$ cat config.mk
export PLATFORM = sky130hd
export DESIGN_NAME = nibble_serial_adder
export DESIGN_NICKNAME = d
export VERILOG_FILES = /design/src/rtl/nibble_serial_adder.sv
export SDC_FILE = /design/constraint.sdc
export NUM_CORES = 1
export LEC_CHECK = 0
export BUFFER_PORTS_ARGS = -buffer_cell sky130_fd_sc_hd__buf_4
export CAP_MARGIN = 20
export CORE_UTILIZATION = 45
export CTS_BUF_LIST = sky130_fd_sc_hd__clkbuf_8
export DETAILED_ROUTE_END_ITERATION = 16
export GPL_TIMING_DRIVEN = 0
export HOLD_SLACK_MARGIN = 0.05
export MAX_ROUTING_LAYER = met4
export PLACE_DENSITY = 0.67
export SYNTH_ARGS = -nofsm -noshare
export SYNTH_HDL_FRONTEND = slang
export SYNTH_HIERARCHICAL = 1
export SYNTH_SLANG_ARGS = --single-unit
$ cat constraint.sdc
create_clock -name clk -period 2.5 [get_ports clk]
set_input_delay 0.5 -clock clk [delete_from_list [all_inputs] [get_ports clk]]
set_output_delay 0.5 -clock clk [all_outputs]
set_load 0.02 [all_outputs]
$ cat src/rtl/nibble_serial_adder.sv
// Multi-cycle adder: feeds a 4-bit carry-lookahead cell one nibble per clock, LSB first.
// Define NIBBLE_SERIAL_ADDER_SUB_EN to add a 'sub' input (a - b via inverted b and carry-in 1).

module cla4_cell (
    input  logic [3:0] A,
    input  logic [3:0] B,
    input  logic       carryin,
    output logic [3:0] Y,
    output logic       carryout
);
    logic [3:0] g;
    logic [3:0] p;
    logic [4:0] c;

    assign g = A & B;
    assign p = A ^ B;

    // Carries expanded two-level so no carry ripples through the cell
    assign c[0] = carryin;
    assign c[1] = g[0] | (p[0] & carryin);
    assign c[2] = g[1] | (p[1] & g[0]) | (p[1] & p[0] & carryin);
    assign c[3] = g[2] | (p[2] & g[1]) | (p[2] & p[1] & g[0])
                | (p[2] & p[1] & p[0] & carryin);
    assign c[4] = g[3] | (p[3] & g[2]) | (p[3] & p[2] & g[1])
                | (p[3] & p[2] & p[1] & g[0]) | (p[3] & p[2] & p[1] & p[0] & carryin);

    assign Y        = p ^ c[3:0];
    assign carryout = c[4];
endmodule

// state | meaning
// IDLE  | waiting for operands, in_ready=1
// RUN   | one nibble added per clock, NIBBLES cycles
// DONE  | result presented, held until out_ready
module nibble_serial_adder #(
    parameter int NIBBLES = 4
) (
    input  logic                 clk,
    input  logic                 reset,
    input  logic                 in_valid,
    output logic                 in_ready,
    input  logic [4*NIBBLES-1:0] a,
    input  logic [4*NIBBLES-1:0] b,
    input  logic                 cin,
`ifdef NIBBLE_SERIAL_ADDER_SUB_EN
    input  logic                 sub,
`endif
    output logic                 out_valid,
    input  logic                 out_ready,
    output logic [4*NIBBLES-1:0] sum,
    output logic                 cout,
    output logic                 ovf,
    output logic                 busy
);
    localparam int W  = 4 * NIBBLES;
    localparam int CW = (NIBBLES > 1) ? $clog2(NIBBLES) : 1;

    typedef enum logic [1:0] {IDLE, RUN, DONE} state_t;

    state_t        state;
    state_t        state_nx;
    logic [W-1:0]  areg;
    logic [W-1:0]  breg;
    logic [W-1:0]  sreg;
    logic [W-1:0]  sreg_nx;
    logic          carry;
    logic [CW-1:0] cnt;
    logic          a_msb;
    logic          b_msb;
    logic          last;
    logic [W-1:0]  b_eff;
    logic          cin_eff;
    logic [3:0]    cla_y;
    logic          cla_co;

`ifdef NIBBLE_SERIAL_ADDER_SUB_EN
    assign b_eff   = sub ? ~b : b;
    assign cin_eff = sub ? 1'b1 : cin;
`else
    assign b_eff   = b;
    assign cin_eff = cin;
`endif

    cla4_cell u_cla (
        .A        (areg[3:0]),
        .B        (breg[3:0]),
        .carryin  (carry),
        .Y        (cla_y),
        .carryout (cla_co)
    );

    assign last = (cnt == CW'(NIBBLES - 1));
    // New nibble enters at the top; after NIBBLES shifts the LSB nibble sits at bit 0
    assign sreg_nx = (sreg >> 4) | (W'(cla_y) << (W - 4));

    always_ff @(posedge clk) begin
        if (reset) state <= IDLE;
        else       state <= state_nx;
    end

    always_comb begin
        state_nx = state;
        case (state)
            IDLE:    if (in_valid) state_nx = RUN;
            RUN:     if (last)     state_nx = DONE;
            DONE:    if (out_ready) state_nx = IDLE;
            default: state_nx = IDLE;
        endcase
    end

    always_comb begin
        in_ready  = (state == IDLE);
        out_valid = (state == DONE);
        busy      = (state != IDLE);
    end

    always_ff @(posedge clk) begin
        if (reset) begin
            areg  <= '0;
            breg  <= '0;
            sreg  <= '0;
            carry <= 1'b0;
            cnt   <= '0;
            a_msb <= 1'b0;
            b_msb <= 1'b0;
            sum   <= '0;
            cout  <= 1'b0;
            ovf   <= 1'b0;
        end else begin
            case (state)
                IDLE: begin
                    if (in_valid) begin
                        areg  <= a;
                        breg  <= b_eff;
                        carry <= cin_eff;
                        cnt   <= '0;
                        a_msb <= a[W-1];
                        b_msb <= b_eff[W-1];
                    end
                end
                RUN: begin
                    areg  <= areg >> 4;
                    breg  <= breg >> 4;
                    sreg  <= sreg_nx;
                    carry <= cla_co;
                    cnt   <= cnt + CW'(1);
                    if (last) begin
                        sum  <= sreg_nx;
                        cout <= cla_co;
                        ovf  <= a_msb ^ b_msb ^ sreg_nx[W-1] ^ cla_co;
                    end
                end
                default: ;
            endcase
        end
    end
endmodule

== Yosys cells after proc, flatten, opt, wreduce, memory -nomap -nowiden ==
Cells that the tools add are included.

* Register bits after elaboration: 73
* Bits of input ports: 37
* Logic and storage cells: 70

* Add/sub/neg operators: 1
* Eq/ne operators: 6
* Multiplexer cells: 12
* Bitwise operators: 33
* Reductions and logical operators: 7

{| class="wikitable"
|+ Operator list
! cell !! number
|-
| $pmux 16 s2 || 2
|-
| $mux 16 || 2
|-
| $and 1x1->1 || 16
|-
| $or 12x16->16 || 1
|-
| $or 1x1->1 || 10
|-
| $mux 2 || 4
|-
| $xor 4x4->4 || 2
|-
| $pmux 2 s3 || 1
|-
| $reduce_and 2->1 || 3
|-
| $and 4x4->4 || 1
|-
| $eq 2x2->1 const B || 2
|-
| $ne 2x2->1 const B || 2
|-
| $pmux 2 s2 || 1
|-
| $reduce_bool 2->1 || 2
|-
| $reduce_and 3->1 || 1
|-
| $xor 1x1->1 || 3
|-
| $add 2x1->2 const B || 1
|-
| $eq 2x1->1 const B || 1
|-
| $logic_not 2->1 || 1
|-
| $ne 2x1->1 const B || 1
|-
| $pmux 1 s2 || 1
|-
| $mux 1 || 1
|}

== Logic depth before layout (Yosys ltp) ==
Gate-level depths: netlist (run 1).

* Depth after elaboration: 9
* Mapped depth: 7

== Modules after synthesis ==
The synthesis (run 1) kept the hierarchy.

{| class="wikitable"
|+ Modules (own cells, without submodules)
! module !! times used !! cells an instance !! area an instance (um^2) !! sequential area each (um^2)
|-
| nibble_serial_adder || 1 || 308 || 2940.3 || 1381.3
|-
| cla4_cell || 1 || 17 || 147.6 || 0.0
|}

== Worst setup path before layout (run 1) ==
Ideal clock, no wire load.

* Kind: register -> register
* Start: register areg[0]
* End: register ovf
* Setup time: 0.146 ns
* Data arrival time: 1.588 ns
* Required time: 2.354 ns
* Setup slack: 0.765 ns
* Stages on the path, launching flop included: 8
* Clock period less this slack: 1.735 ns
* Path through: dfxtp_1 -> ha_1 -> a21o_1 -> a31o_1 -> xor2_1 -> xnor2_1 -> xnor2_1 -> a211oi_2

* Longest elaborated chain between the ends: 8
* Elaborated cells on any way between the ends: 16
* Classes of those cells: bitwise (16)

{| class="wikitable"
|+ RTL lines
! what !! RTL line !! text
|-
| start: declaration || 62 || <nowiki>logic [W-1:0] areg;</nowiki>
|-
| start signal: assignment || 142 || <nowiki>areg <= areg >> 4;</nowiki>
|-
| $and 4x4->4 / $xor 4x4->4 (equally long branches) || 15, 16 ||
|-
| $and 1x1->1 (on tied branches) || 22, 23 ||
|-
| $or 1x1->1 / $and 1x1->1 (equally long branches) || 22, 23 ||
|-
| $or 1x1->1 * || 23 || <nowiki>| (p[2] & p[1] & p[0] & carryin);</nowiki>
|-
| $xor 4x4->4 * || 27 || <nowiki>assign Y = p ^ c[3:0];</nowiki>
|-
| net cla_y[3] || 73 || <nowiki>logic [3:0] cla_y;</nowiki>
|-
| $or 12x16->16 * || 94 || <nowiki>assign sreg_nx = (sreg >> 4) | (W'(cla_y) << (W - 4));</nowiki>
|-
| $xor 1x1->1 * (2 in a row) || 150 || <nowiki>ovf <= a_msb ^ b_msb ^ sreg_nx[W-1] ^ cla_co;</nowiki>
|-
| end signal: assignment || 150 ||
|-
| end: declaration || 52 || <nowiki>output logic ovf,</nowiki>
|}

Mark *: on every way through the listed nets, which the timed path passes. The rest lies on a longest branch.
A chain may end at the register's enable or synchronous reset.

== Worst setup path after layout (run 1) ==
* Start: register state[0]
* End: output in_ready

* Longest elaborated chain between the ends: 1

{| class="wikitable"
|+ RTL lines
! what !! RTL line !! text
|-
| start: declaration || 60 || <nowiki>state_t state;</nowiki>
|-
| start signal: assignment || 98 || <nowiki>else state <= state_nx;</nowiki>
|-
| $logic_not 2->1 || 112 || <nowiki>in_ready = (state == IDLE);</nowiki>
|-
| end: declaration || 41 || <nowiki>output logic in_ready,</nowiki>
|}

Every way passes these cells.

==> impl_metrics.ini, run 1 <==
[status]
status = completed

[yosys]
syn-instance-count = 325
ys.flop_type = dfxtp_1
netlist_area_mm2 = 0.00309
ys_ff_latch = 69
async_flop_share_pct = 0
yosysUniqueCellTypes = 31
synth_edf_count = 0
yosysWarningCount = 6
syn_avg_cell_area_um2 = 9.50
synth_nets = 368
ys_seq_area_share_pct = 44.7

[global_routing]
grt_start_max_net_pins = 14
grt_antenna_before_repair = 0
grt-ovfl-total = 0
grt_first_pass_wirelength_um = 11600
grt_pass1_vias = 2397
grt_usage_pct = 21.5

[clock_network]
insertion_delay_ps = 350
clock_path_buffers = 2
cts_resized = 0
clock-root-buffer = clkbuf_8
clkSlewWorstSetupHoldPaths_ps = 70
cts_tree = yes
cts.sinks = 69
cts_hold_buf = 0
numCtsBuffers = 9
post_cts_buffers = 0
h-tree-depth = 3

[setup_path]
cp-end-kind = output port
worstReg2RegEnd = ovf
r2r_slack_ps = 550
max_stage_delay_ps = 340
cp-start-kind = flop
worstReg2RegStart = areg[2]
worstPathCellList = buf_6, buf_4, or2_2, inv_1, buf_4
worst-setup-path-type = reg -> out
cp_max_fo = 10
worstPathArrival_ps = 1540
cp_slowest_cell = dfxtp_1
reg2reg_depth = 7
crit_path_frequent_cell = buf_4
crit_required_ps = 2000

[die]
initial_core_util_pct = 47.5
io_pins = 58
die_h_um = 84.8
row_count = 29
core-area_mm2 = 0.00649
die_w_um = 84.8
die-area_mm2 = 0.00720

[worst_hold_path]
min_from = b[13]
hold_path_depth = 3
min_path_type = in -> reg
whs_endpoint = breg[13]

[run]
drv_cap = 0

[placement]
io_buffer_count = 56
gp_congestion = 0.774
post-place-ws_ps = 549
place_inst = 458
dpl.hpwl_um = 4860

[power]
netSwitchingFraction_pct = 26.3
intPower_w = 0.00190
p_clk_share_pct = 39.4
vdd.ir_drop.worst_mv = 0.367
p_switching_w = 0.000678
p_leak_nw = 1.57
power.share.combinational_pct = 14.3
seq_power_share_pct = 46.3
cellPowerDensity_mw_per_mm2 = 673

[route]
vias = 2445
dr.pass1.iters = 6
wl_um = 6670
drc = 0
drt_iter0_markers = 113
via_per_inst = 5.16
routedWlPerCell_um = 14.1
antenna_left = 0

[timing]
relSlewSlack_pct = 50.9
finalHoldViolCount = 0
finalCritPeriodShare_pct = 81.4
skew_ps = 7.19
setup_tns_ps = 0
fin_ws_ps = 464
worst_slew_pin_slew_ps = 736
fmax_mhz = 491
rsz0062_at_grt = no
finalCriticalPeriod_ps = 2040
finalSetupViolCount = 0
slew_viol_final = 0

[cells_and_area]
layout_common_cells = dfxtp_1, buf_4, nand2_1, a21oi_1, nor2_1
fin_cells = 474
drive_gt1_share_pct = 30.0
diodes = 0
area_growth_pct = 23.9
final_common_cell = dfxtp_1
final_nets = 435
==> power by group through the flow <==
| stage | combinational [W] | clock, W | sequential, W |
|---|---|---|---|
| 6_report | 0.000368 | 0.00102 | 0.00119 |
| 3_5_place_dp | 0.000367 | 0 | 0.00122 |
| 2_1_floorplan | 0.000266 | 0 | 0.00121 |
| 3_3_place_gp | 0.000362 | 0 | 0.00122 |
| 4_1_cts | 0.000371 | 0.00103 | 0.00119 |
| 5_1_grt | 0.000406 | 0.00109 | 0.00120 |
==> cells in the mapped netlist (4+ instances only) <==
cell | instances | share of area [%]
nand2_1 | 60 | 7.3
buf_4 | 4 | 0.97
mux2i_1 | 29 | 9.4
o21ai_0 | 6 | 0.97
ha_1 | 5 | 2.0
nand3b_1 | 4 | 0.97
buf_6 | 10 | 3.6
clkbuf_1 | 6 | 0.73
inv_1 | 6 | 0.73
a21oi_1 | 37 | 6.0
dfxtp_1 | 69 | 45
xnor2_1 | 5 | 1.4
a211oi_2 | 26 | 11
nor2_1 | 33 | 4.0
==> logic make-up (layout without fill, tap and decap cells) <==
| kind of cell | after synthesis | after routing | synth area share [%] |
|---|---|---|---|
| AOI/OAI and AO/OA | 78 | 78 | 19.8 |
| xor gates and xnor gates | 6 | 6 | 1.70 |
| adders and majority gates | 6 | 6 | 2.67 |
| buffers and inverters | 30 | 102 | 6.73 |
| DFF | 69 | 69 | 44.7 |
| muxes | 29 | 29 | 9.40 |
| and+or+nand+nor | 107 | 107 | 15.0 |
==> flip-flops by register name (all words and copies together) (netlist names), 2 cells and up <==
name / count
breg: 16
state: 2
areg: 16
sum: 16
sreg: 12
cnt: 2
==> how the worst max path moves through the flow <==
stage | startpoint | to | slack, ps | cells after the start
final | state[0] | in_ready | 460 | 5
after global routing | state[0] | in_ready | 400 | 5
after CTS | state[0] | in_ready | 450 | 5
after detailed placement | areg[2] | ovf | 550 | 7
after global placement | areg[2] | ovf | 570 | 7
after floorplan | areg[0] | ovf | 770 | 7
==> worst max-delay path: cells and delay by family, from the launching register on <==
family | cells | cell delay, ps
buffers and inverters | 4 | 540
AND/OR/NAND/NOR | 1 | 320
flip-flops | 1 | 340
==> per-layer routing <==
layer  wire [µm]  GRT usage, %  up-vias
li1            -             -     1247
met1        3370          28.7     1128
met2        2920          31.7       57
met3         255          5.16       13
met4         114          8.17        0
met5           0             -        -
==> through the flow <==
step / instance area, µm² / power, W / utilization (%) / hold slack [ps]
2_1_floorplan: 3090 / 0.00147 / - / 432
3_3_place_gp: 3600 / 0.00158 / 55.5 / 445
3_5_place_dp: 3600 / 0.00158 / 55.5 / 448
4_1_cts: 3830 / 0.00259 / 58.9 / 383
5_1_grt: 3830 / 0.00269 / 58.9 / 411
6_report: 3830 / 0.00258 / 58.9 / 392
==> cell type report <==
| cell class | instances | area [µm²] |
|---|---|---|
| Inverter | 6 | 22.5 |
| Clock buffer | 9 | 124 |
| Multi-Input combinational cell | 226 | 1500 |
| Clock inverter | 7 | 98.8 |
| Buffer | 24 | 185 |
| Fill cell | 598 | 2670 |
| Tap cell | 77 | 96.3 |
| Sequential cell | 69 | 1380 |
| Timing Repair Buffer | 56 | 420 |
No activity file was read; power rests on OpenSTA's default activity.
==> run 2: changes to the inputs <==
ABC_AREA = 1   (was default)
clock period = 2.1 ns   (was 2.5 ns; I/O delays follow)
==> impl_metrics.ini, run 2 <==
[setup_path]
cp-start-kind = flop
cp_max_fo = 5
worstPathArrival_ps = 1960
cp-end-kind = flop
crit_required_ps = 2350
worst-setup-path-type = reg -> reg

[global_routing]
grt_first_pass_wirelength_um = 11600
grt-ovfl-total = 0
grt_pass1_vias = 2636
grt_usage_pct = 21.3
grt_antenna_before_repair = 0
grt_start_max_net_pins = 13

[route]
drc = 0
routedWlPerCell_um = 11.5
m1WireLength_um = 3160
antenna_left = 0
wl_um = 6700
highest_layer = met4
dr_wl_met3_um = 272
drt_iter0_markers = 115
via_per_inst = 4.82
vias = 2812
dr.pass1.iters = 4
dr_wl_met2_um = 3150

[timing]
finalHoldViolCount = 0
fin_ws_ps = 384
slew_viol_final = 0
skew_ps = 6.10
worst_slew_pin_slew_ps = 551
finalCritPeriodShare_pct = 81.7
finalCriticalPeriod_ps = 1720
holdWs_ps = 329
setup_tns_ps = 0
rsz0062_at_grt = no
finalSetupViolCount = 0
fmax_mhz = 583
relSlewSlack_pct = 63.3

[placement]
post-place-ws_ps = 404
gp_congestion = 0.807
dpl.hpwl_um = 4940
place_inst = 568
io_buffer_count = 57

[cells_and_area]
top_regs = areg: 16 flops, breg: 16 flops, sum: 16 flops
drive_gt1_share_pct = 18.1
ff_latch_area_mm2 = 0.00138
final_common_cell = nand2_1
multi_input_area_mm2 = 0.00138
diodes = 0
final_nets = 545
fin_cells = 584
fillCellCount = 626
area_growth_pct = 25.3
layout_common_cells = nand2_1, nor2_1, dfxtp_1, buf_4, o21ai_0

[die]
die-area_mm2 = 0.00691
io_pins = 58
die_h_um = 83.1
row_count = 29
initial_core_util_pct = 46.6
die_w_um = 83.1
core-area_mm2 = 0.00635

[clock_network]
cts.sinks = 69
clock-root-buffer = clkbuf_8
post_cts_buffers = 0
numCtsBuffers = 9
cts_hold_buf = 0
h-tree-depth = 3
cts_resized = 0
clock_path_buffers = 2
cts_tree = yes
insertion_delay_ps = 340
clkSlewWorstSetupHoldPaths_ps = 70

[yosys]
yosys.area.top_type = dfxtp_1
synth.area.top_cells = dfxtp_1, nand2_1, nor2_1, o21ai_0, a21oi_1
netlist_area_mm2 = 0.00296
async_flop_share_pct = 0
syn-instance-count = 434
yosysMostFrequentCell = nand2_1
synth.top_cell.area_share_pct = 46.6
syn_avg_cell_area_um2 = 6.82
yosysUniqueCellTypes = 22
ys_seq_area_share_pct = 46.6
ys.flop_type = dfxtp_1
yosysWarningCount = 6
synth_edf_count = 0
synthTopCellsByCount = nand2_1, nor2_1, dfxtp_1, o21ai_0, a21oi_1
ys_ff_latch = 69
synth_nets = 477

[power]
cellPowerDensity_mw_per_mm2 = 827
finalPower_w = 0.00307
vdd.ir_drop.worst_mv = 0.396
p_leak_nw = 1.74

[status]
status = completed

[worst_hold_path]
min_path_type = in -> reg

[run]
drv_cap = 0
[run 2: changes by cell type after synthesis, sizes merged, moves of 15 or more]
cell | before | now
a211oi | 26 | 0
inv | 6 | 21
mux2i | 29 | 0
nand2 | 60 | 152
nor2 | 33 | 79
o21ai | 6 | 40
[run 2: kinds of logic (layout without fill, tap and decap cells)]
group,count (synthesis),after routing,synth area share [%]
adders and majority gates,6,6,2.79
DFF,69,69,46.6
and+or+nand+nor,239,239,30.9
xor gates and xnor gates,1,1,0.296
buffers and inverters,45,118,6.63
AOI/OAI and AO/OA,74,74,12.7
[run 2: layout make-up]
cell class | count | area share [%]
Buffer | 23 | 3.07
Clock buffer | 10 | 3.71
Clock inverter | 6 | 2.33
Inverter | 22 | 2.23
Multi-Input combinational cell | 320 | 37.3
Sequential cell | 69 | 37.2
Tap cell | 77 | 2.60
Timing Repair Buffer | 57 | 11.5
[run 2: where the power goes]
group / switching, W / internal (W)
combinational: 0.000261 / 0.000175
sequential: 0.0000465 / 0.00139
clock: 0.000498 / 0.000698
[run 2: critical path, stage by stage (launching register included)]
cell     delay (ps)
dfxtp_1         320
ha_1            350
or2_0           210
nand2_1          80
nand3_1          70
nand2_1         150
inv_1            90
nand2_1          60
nand2_1          60
nand2_1          60
nand3_1          70
nand2_1          60
inv_1            40
[run 2: path summary, 6_finish.rpt]
path | start | end | slack, ps | depth (start not counted)
setup reg to reg | areg[2] | ovf | 380 | 12
hold / removal | a[13] | areg[13] | 330 | 3
setup / recovery | areg[2] | ovf | 380 | 12
hold reg to reg | sum[11] | sum[11] | 460 | 2
[run 2: per-stage QoR]
| stage | cell area (µm²) | util, % |
|---|---|---|
| 2_1_floorplan | 2960 | - |
| 3_3_place_gp | 3490 | 54.9 |
| 3_5_place_dp | 3490 | 54.9 |
| 4_1_cts | 3710 | 58.4 |
| 5_1_grt | 3710 | 58.4 |
| 6_report | 3710 | 58.4 |
[run 2: layer usage]
metal | vias up | track usage, %
met5 | - | -
met4 | 0 | 8.93
met3 | 10 | 3.38
met2 | 54 | 34.8
met1 | 1251 | 26.2
li1 | 1497 | -
==> run 3: changes to the inputs <==
clock period = 1.6 ns   (was 2.1 ns; I/O delays follow)
==> impl_metrics.ini, run 3 (same netlist as run 2, synthesis figures left out) <==
[status]
status = completed

[timing]
slew_viol_final = 0
finalCritPeriodShare_pct = 97.4
skew_ps = 6.15
finalCriticalPeriod_ps = 1560
finalSetupViolCount = 0
rsz0062_at_grt = yes
fmax_mhz = 641
holdWs_ps = 233
relSlewSlack_pct = 63.6
finalHoldViolCount = 0
fin_ws_ps = 41.0
worst_slew_pin_slew_ps = 546

[clock_network]
clock_path_buffers = 2
cts_hold_buf = 0
clkSlewWorstSetupHoldPaths_ps = 70
clock-root-buffer = clkbuf_8
h-tree-depth = 3
numCtsBuffers = 9
insertion_delay_ps = 340
cts.sinks = 69
cts_tree = yes

[die]
die_w_um = 83.1
die-area_mm2 = 0.00691
core-area_mm2 = 0.00635
io_pins = 58
initial_core_util_pct = 46.6
row_count = 29
die_h_um = 83.1

[placement]
io_buffer_count = 57
gp_congestion = 0.807
dpl.hpwl_um = 4940
post-place-ws_ps = -95.7
placedInstanceArea_mm2 = 0.00349

[run]
drv_cap = 0

[power]
cellPowerDensity_mw_per_mm2 = 1080
vdd.ir_drop.worst_mv = 0.521
p_leak_nw = 1.75

[cells_and_area]
ff_latch_area_mm2 = 0.00138
drive_gt1_share_pct = 19.7
layout_common_cells = nand2_1, nor2_1, dfxtp_1, buf_4, o21ai_0
top_regs = areg: 16 flops, breg: 16 flops, sum: 16 flops
fillCellCount = 618
final_area_mm2 = 0.00376
multi_input_area_mm2 = 0.00142
area_growth_pct = 26.9
final_common_cell = nand2_1
diodes = 0
final_nets = 546

[route]
dr.pass1.iters = 4
vias = 2825
antenna_left = 0
drc = 0
drt_iter0_markers = 106
via_per_inst = 4.83
wl_um = 6770
routedWlPerCell_um = 11.6

[setup_path]
worstReg2RegStart = areg[2]
cp-end-kind = flop
worstReg2RegEnd = ovf
reg2reg_depth = 12
r2r_slack_ps = 40
crit_required_ps = 1840
worstPathArrival_ps = 1800
cp_max_fo = 5
cp-start-kind = flop
worst-setup-path-type = reg -> reg

[worst_hold_path]
whs_endpoint = areg[13]
hold_path_depth = 3
min_path_type = in -> reg
min_from = a[13]

[global_routing]
grt_antenna_before_repair = 0
grt_start_max_net_pins = 13
grt-ovfl-total = 0
grt_pass1_vias = 2650
grt_usage_pct = 21.5
grt_first_pass_wirelength_um = 11700
[run 3: area by class of cell]
class	instances	area share, %
buffer	23	3.03
clock buffer	10	3.66
clock inverter	6	2.30
inverter	22	2.20
multi-input combinational	320	37.8
sequential	69	36.8
tap	77	2.56
timing repair buffer	58	11.6
[run 3: layer usage]
| metal | track usage, % | share of wire, % | up-vias |
|---|---|---|---|
| li1 | - | - | 1499 |
| met1 | 26.4 | 48 | 1252 |
| met2 | 35.4 | 47 | 62 |
| met3 | 3.38 | 3.4 | 12 |
| met4 | 8.46 | 1.8 | 0 |
| met5 | - | 0 | - |
[run 3: critical path, cell delays in order, from the launching register on]
cell     delay, ps
dfxtp_2        340
ha_4           250
or2_0          210
nand2_1         80
nand3_1         90
nand2_2        110
inv_2           50
nand2_1         60
nand2_1         50
nand2_1         60
nand3_1         70
nand2_1         60
inv_1           40
[run 3: stage by stage]
stage,TNS (ps),util [%],total power (W),cells
after floorplan,0,-,0.00230,434
after global placement,-126,54.9,0.00249,568
after CTS,0,58.9,0.00407,584
final,0,59.2,0.00406,585
after detailed placement,-150,54.9,0.00250,568
after global routing,-85.2,59.2,0.00425,585
[run 3: worst max-delay path by stage]
stage                        from  endpoint  slack [ps]
after floorplan           areg[2]       ovf          80
after global placement    areg[2]       ovf         -90
after detailed placement  areg[2]       ovf        -100
after CTS                 areg[1]       ovf          20
after global routing      areg[2]       ovf         -70
final                     areg[2]       ovf          40
[run 3: timing repair]
item | in CTS | in global routing
endpoints found under the setup margin | 2 | 14
pin swaps | 0 | 2
hold endpoints to repair | 0 | 0
buffers inserted | 0 | 1
gates resized for setup | 6 | 3
[run 3: power breakdown]
group,switching (W),internal (W),leakage (nW),total [W]
Clock,0.000649,0.000917,0.112,0.00157
Sequential,0.0000664,0.00183,0.567,0.00189
Combinational,0.000349,0.000251,1.07,0.000600
Total,0.00106,0.00299,1.75,0.00406
